==> config.mk <==
export PLATFORM = sky130hd
export DESIGN_NAME = sevseg_scan_driver_flat
export DESIGN_NICKNAME = d
export VERILOG_FILES = /design/src/rtl/sevseg_scan_driver_pkg.sv /design/src/rtl/sevseg_scan_driver_if.sv /design/src/rtl/sevseg_scan_driver_digit_decoder.sv /design/src/rtl/sevseg_scan_driver.sv /design/src/flat_wrapper.sv
export SDC_FILE = /design/constraint.sdc
export NUM_CORES = 1
export LEC_CHECK = 0
export BUFFER_PORTS_ARGS = -buffer_cell sky130_fd_sc_hd__buf_2
export CELL_PAD_IN_SITES_DETAIL_PLACEMENT = 1
export CELL_PAD_IN_SITES_GLOBAL_PLACEMENT = 1
export CORE_ASPECT_RATIO = 1.75
export CORE_MARGIN = 3
export CORE_UTILIZATION = 32
export DETAILED_ROUTE_END_ITERATION = 8
export GPL_TIMING_DRIVEN = 0
export PLACE_DENSITY_LB_ADDON = 0.1
export SKIP_CTS_REPAIR_TIMING = 1
export SYNTH_ARGS = -nofsm -noshare
export SYNTH_HDL_FRONTEND = slang
export SYNTH_SLANG_ARGS = --single-unit
==> constraint.sdc <==
create_clock -name clk -period 2.35 [get_ports clk]
set_clock_uncertainty 0.1 [all_clocks]
set_input_delay 0.1175 -clock clk [delete_from_list [all_inputs] [get_ports clk]]
set_output_delay 0.1175 -clock clk [all_outputs]
set_load 0.05 [all_outputs]
==> src/rtl/sevseg_scan_driver_pkg.sv <==
// Shared types and constants for the seven-segment scan driver.
// Latency: n/a (types, constants and an elaboration-time legality helper).
// Backpressure: n/a.
package sevseg_pkg;

  // Segments a..g; index 1 is segment a, index 7 is segment g, active-low.
  typedef logic [1:7] seg_t;

  localparam seg_t SEG_BLANK = 7'b1111111;

  // Active-low patterns for decimal digits 0..9.
  localparam seg_t SEG_TABLE [0:9] = '{
    7'b0000001, 7'b1001111, 7'b0010010, 7'b0000110, 7'b1001100,
    7'b0100100, 7'b0100000, 7'b0001111, 7'b0000000, 7'b0000100
  };

  // True when the scan parameters describe a buildable driver.
  function automatic bit sevseg_params_ok(int digits, int scan_div, int blank_cycles);
    return (digits >= 1) && (digits <= 8) && (scan_div >= 2) &&
           (blank_cycles >= 0) && (blank_cycles < scan_div);
  endfunction

endpackage

==> src/rtl/sevseg_scan_driver_if.sv <==
// Bundle between the score logic (master) and the scan driver (slave).
// Latency: n/a (wires only).
// Backpressure: none; load is a fire-and-forget strobe, display pins free-run.
interface sevseg_scan_driver_if #(parameter int DIGITS = 4);
  import sevseg_pkg::*;

  logic [4*DIGITS-1:0] value;
  logic                load;
  logic [DIGITS-1:0]   dp_in;
  logic [DIGITS-1:0]   blank_mask;
  seg_t                seg_n;
  logic                dp_n;
  logic [DIGITS-1:0]   an_n;
  logic                frame_done;

  modport master (
    output value, load, dp_in, blank_mask,
    input  seg_n, dp_n, an_n, frame_done
  );

  modport slave (
    input  value, load, dp_in, blank_mask,
    output seg_n, dp_n, an_n, frame_done
  );

endinterface

==> src/rtl/sevseg_scan_driver_digit_decoder.sv <==
// BCD nibble to active-low a..g pattern; 10..15 decode to all segments off.
// Latency: combinational.
// Backpressure: none.
module sevseg_digit_decoder
  import sevseg_pkg::*;
(
  input  logic [3:0] nib,
  output seg_t       seg
);

  // Table lookup with dark as the default for non-decimal nibbles.
  always_comb begin
    seg = SEG_BLANK;
    for (int i = 0; i < 10; i++) begin
      if (nib == 4'(i)) seg = SEG_TABLE[i];
    end
  end

endmodule

==> src/rtl/sevseg_scan_driver.sv <==
// Scans a shadowed multi-digit BCD value across common-anode digits, one digit per slot.
// Latency: outputs registered, 1 cycle after the cnt/idx/shadow state they reflect.
// Backpressure: none; loads are staged and take effect at the next slot boundary.
// Optional: define SEVSEG_LZB_EN for leading-zero blanking.
module sevseg_scan_driver
  import sevseg_pkg::*;
#(
  parameter int DIGITS       = 4,
  parameter int SCAN_DIV     = 50000,
  parameter int BLANK_CYCLES = 500
) (
  input  logic clk,
  input  logic reset,
  sevseg_scan_driver_if.slave bus
);

  localparam int CNT_W = $clog2(SCAN_DIV);
  localparam int IDX_W = (DIGITS > 1) ? $clog2(DIGITS) : 1;
  localparam logic [CNT_W-1:0] CNT_LAST  = CNT_W'(SCAN_DIV - 1);
  localparam logic [CNT_W-1:0] BLANK_END = CNT_W'(BLANK_CYCLES);
  localparam logic [IDX_W-1:0] IDX_LAST  = IDX_W'(DIGITS - 1);

  if (!sevseg_params_ok(DIGITS, SCAN_DIV, BLANK_CYCLES)) begin : g_bad_params
    $error("sevseg_scan_driver: illegal DIGITS/SCAN_DIV/BLANK_CYCLES");
  end

  logic [CNT_W-1:0]    cnt;
  logic [IDX_W-1:0]    idx;
  logic                wrap;
  logic [4*DIGITS-1:0] sh_val, pd_val;
  logic [DIGITS-1:0]   sh_dp, pd_dp;
  logic [DIGITS-1:0]   sh_mask, pd_mask;
  logic                pend;
  logic [DIGITS-1:0]   lzb_dark;
  logic [3:0]          nib;
  seg_t                dec_seg;
  logic                dark;

  assign wrap = (cnt == CNT_LAST);

  // Slot prescaler and digit index; the index steps when the prescaler wraps.
  always_ff @(posedge clk) begin
    if (reset) begin
      cnt <= '0;
      idx <= '0;
    end else if (wrap) begin
      cnt <= '0;
      idx <= (idx == IDX_LAST) ? '0 : idx + 1'b1;
    end else begin
      cnt <= cnt + 1'b1;
    end
  end

  // Loads stage into the pending set and commit only at a slot boundary so a
  // digit never changes mid-slot; a load on the boundary itself commits directly.
  always_ff @(posedge clk) begin
    if (reset) begin
      sh_val  <= '0;
      sh_dp   <= '0;
      sh_mask <= '0;
      pd_val  <= '0;
      pd_dp   <= '0;
      pd_mask <= '0;
      pend    <= 1'b0;
    end else if (wrap) begin
      pend <= 1'b0;
      if (bus.load) begin
        sh_val  <= bus.value;
        sh_dp   <= bus.dp_in;
        sh_mask <= bus.blank_mask;
      end else if (pend) begin
        sh_val  <= pd_val;
        sh_dp   <= pd_dp;
        sh_mask <= pd_mask;
      end
    end else if (bus.load) begin
      pd_val  <= bus.value;
      pd_dp   <= bus.dp_in;
      pd_mask <= bus.blank_mask;
      pend    <= 1'b1;
    end
  end

`ifdef SEVSEG_LZB_EN
  // Walk down from the top digit; the run of dark zeros ends at the first
  // nonzero digit or the first digit carrying a decimal point. Digit 0 always shows.
  always_comb begin
    logic run;
    run      = 1'b1;
    lzb_dark = '0;
    for (int i = DIGITS - 1; i >= 1; i--) begin
      if (run && (sh_val[4*i +: 4] == 4'd0) && !sh_dp[i]) lzb_dark[i] = 1'b1;
      else run = 1'b0;
    end
  end
`else
  assign lzb_dark = '0;
`endif

  assign nib  = sh_val[{idx, 2'b00} +: 4];
  assign dark = sh_mask[idx] | lzb_dark[idx];

  sevseg_digit_decoder u_dec (
    .nib (nib),
    .seg (dec_seg)
  );

  // Register the pins; anodes stay off for the blanking window to avoid ghosting.
  always_ff @(posedge clk) begin
    if (reset) begin
      bus.an_n       <= '1;
      bus.seg_n      <= SEG_BLANK;
      bus.dp_n       <= 1'b1;
      bus.frame_done <= 1'b0;
    end else begin
      bus.an_n       <= (cnt < BLANK_END) ? '1 : ~(DIGITS'(1) << idx);
      bus.seg_n      <= dark ? SEG_BLANK : dec_seg;
      bus.dp_n       <= dark | ~sh_dp[idx];
      bus.frame_done <= wrap && (idx == IDX_LAST);
    end
  end

endmodule

==> src/flat_wrapper.sv <==
// flat-port wrapper written by rule: the top's interface ports become plain ports
module sevseg_scan_driver_flat import sevseg_pkg::*;
#(
  parameter int DIGITS       = 4,
  parameter int SCAN_DIV     = 50000,
  parameter int BLANK_CYCLES = 500
)
  (clk, reset, bus_value, bus_load, bus_dp_in, bus_blank_mask, bus_seg_n, bus_dp_n, bus_an_n, bus_frame_done);
  sevseg_scan_driver_if #(.DIGITS(DIGITS)) bus_i ();
  input  logic clk;
  input  logic reset;
  input wire logic [$bits(bus_i.value)-1:0] bus_value;
  input wire logic [$bits(bus_i.load)-1:0] bus_load;
  input wire logic [$bits(bus_i.dp_in)-1:0] bus_dp_in;
  input wire logic [$bits(bus_i.blank_mask)-1:0] bus_blank_mask;
  output wire logic [$bits(bus_i.seg_n)-1:0] bus_seg_n;
  output wire logic [$bits(bus_i.dp_n)-1:0] bus_dp_n;
  output wire logic [$bits(bus_i.an_n)-1:0] bus_an_n;
  output wire logic [$bits(bus_i.frame_done)-1:0] bus_frame_done;
  assign bus_i.value = bus_value;
  assign bus_i.load = bus_load;
  assign bus_i.dp_in = bus_dp_in;
  assign bus_i.blank_mask = bus_blank_mask;
  assign bus_seg_n = bus_i.seg_n;
  assign bus_dp_n = bus_i.dp_n;
  assign bus_an_n = bus_i.an_n;
  assign bus_frame_done = bus_i.frame_done;
  sevseg_scan_driver #(.DIGITS(DIGITS), .SCAN_DIV(SCAN_DIV), .BLANK_CYCLES(BLANK_CYCLES)) u_core (.clk(clk), .reset(reset), .bus(bus_i));
endmodule
==> qor.csv <==
metric,value,unit
status,"complete, no violations",
fin_area,0.00456,mm^2
grt_pass1_wl,16400,um
leakage,1.73,nW
synth_area_leader_cell,dfxtp_1,
fmax,428,MHz
insertion_delay,0.34,ns
initialDrtViolationCount,69,
nets,508,
synth_cells,399,
power_switching,701,uW
ys_ff_latch,80,
fin_crit,2.34,ns
clkTransAtPathRegs,0.06,ns
synth.distinct_cells,34,
vias,3131,
fp.dieArea,0.0124,mm^2
seq_area_frac_synth,0.454,
syn_area,0.00353,mm^2
synth_area_leaders,"dfxtp_1, a21oi_1, mux2i_1",
wl,10200,um
grt_setup_unrepaired,yes,
start_kind,flop,
seqPwrFrac,0.452,
h-tree-depth,3,
first_pass_iters,4,
dpl_worst_slack,-0.344,ns
clockBufferDepth,2,
ant_nets,0,
worst_slew_margin_rel,0.495,
num_antenna_cells,0,
grt_use_total,0.171,
synth_area_per_cell,8.84,um^2
cts-buffers-inserted,9,
fin_ws,0.0136,ns
dp_hpwl,7430,um
min_path_type,in -> reg,
slew_violations,0,
port_buffers,37,
gr-total-overflow,0,
antenna_found_initial,0,
clock-root-buffer,clkbuf_16,
gp_congestion,0.752,
ir_drop,366,uV
crit_required,2.51,ns
die_height,145,um
final_util,0.423,
start_util,0.328,
critPathKind,reg -> reg,
drive_gt1_frac,0.190,
crit_path_end_kind,flop,
cts_tree,built,
ioPinCount,40,
post_dp_cell_area,0.00387,mm^2
intPower,2.41,mW
ys_top_cells_by_count,"dfxtp_1, a21oi_1, nand2_1, clkbuf_1, nand3_1",
syn_nets,431,
avgRoutedWirePerCell,16.8,um
crit_arrival,2.49,ns
worstPathMaxFanout,10,
comb_power_share,0.077,
num_rows,50,
fin_crit_sh,0.994,
yosysWarnings,0,
p_sw_frac,0.225,
die_x,85.4,um
timing_hold_violations_final,0,
nFillCells,1276,
finalSetupViolations,0,
synth_top_area_share,0.454,
synth_enable_flop_cells,0,
pwr-share-clk,0.471,
maxCapViolCount,0,
grt_pass1_vias,3216,
powerDensity,683,mW/mm^2
coreArea,0.0108,mm^2
ys.flop_type,dfxtp_1,
synth_most_common_cell,dfxtp_1,
avgViaCountPerCell,5.13,
async_reset_ff_frac,0,
grt_max_degree,13,
drcViolationCount,0,
syn_to_final_growth,29.2,%
tightest_slew,0.758,ns
cts.sinks,80,
==> worst max-delay path: stages, from the launching register on <==
cell     delay (ns)
dfxtp_4        0.34
or4_4          0.55
or4_4          0.48
buf_8          0.15
buf_8          0.13
or3_1          0.37
a21oi_1        0.14
==> placed cells by master, fill, tap and decap left out, drive strengths merged, types with 2 or more instances in the layout <==
cell and count:
o21ai 30, xor2 11, nand2 34, clkbuf 37, a21oi 54, nor2b 2
or3 28, nand4 6, clkinv 2, buf 53, o211ai 2, nor2 24
ha 5, mux4 6, inv 3, and4 3, mux2i 26, dlygate4sd3 24
nand3 31, or4 2, dfxtp 80, bufinv 2, xnor2 2, and3 2
==> kinds of logic (layout without fill, tap and decap cells) <==
group / Yosys count / in the layout / share of synthesized area
AO/OA/AOI/OAI: 90 / 90 / 0.135
buffers and inverters: 40 / 121 / 0.0472
AND/OR/NAND/NOR: 139 / 139 / 0.201
XOR/XNOR: 13 / 13 / 0.0323
adder cells (fa/ha/maj): 5 / 5 / 0.0177
multiplexers: 32 / 32 / 0.112
flip-flops: 80 / 80 / 0.454
==> stage by stage <==
step	cells	power, mW	hold WS, ns	setup TNS (ns)
finish	610	3.11	0.233	0
global route	610	3.24	0.278	-0.134
CTS	581	3.12	-0.0529	-12.08
detailed placement	566	1.64	0.307	-11.01
global placement	566	1.64	0.299	-10.09
floorplan	399	1.56	0.165	0
==> registers in the layout, summed over array words and instances (netlist names) <==
register	flops
u_core.cnt	16
u_core.sh_dp	4
u_core.pend	1
u_core.bus.frame_done	1
u_core.bus.seg_n	7
u_core.pd_dp	4
u_core.idx	2
u_core.bus.dp_n	1
u_core.pd_mask	4
u_core.bus.an_n	4
u_core.pd_val	16
u_core.sh_val	16
u_core.sh_mask	4
==> per-layer routing <==
metal,GRT usage,wire length [um],vias up
li1,-,-,1563
met1,0.179,4020,1516
met2,0.329,5780,39
met3,0.0351,259,13
met4,0.0634,186,0
met5,0,0,-
==> layout make-up <==
cell class | instances | area [um^2] | area share
inverters | 3 | 11.3 | 0.00247
repair buffers | 68 | 482 | 0.106
plain buffers | 35 | 171 | 0.0376
clock buffers | 11 | 233 | 0.0511
multi-input cells | 279 | 1820 | 0.399
flip-flops and latches | 80 | 1610 | 0.353
well taps | 130 | 163 | 0.0357
clock inverters | 4 | 70.1 | 0.0154
==> power by group through the flow <==
stage          registers, mW  clock network, mW  logic [mW]
6_report                1.41               1.47       0.240
5_1_grt                 1.41               1.56       0.267
4_1_cts                 1.41               1.51       0.206
3_5_place_dp            1.44                  0       0.205
3_3_place_gp            1.43                  0       0.201
2_1_floorplan           1.45                  0       0.108
==> final timing paths <==
check                 startpoint               endpoint  slack [ns]  depth (start not counted)
setup / recovery  u_core.cnt[11]      u_core.sh_mask[2]        0.01                          6
hold / removal             reset  u_core.bus.frame_done        0.23                          2
setup reg to reg  u_core.cnt[11]      u_core.sh_mask[2]        0.01                          6
hold reg to reg    u_core.cnt[0]          u_core.cnt[0]        0.35                          1
Note: power is estimated with default switching activity, not from simulation.
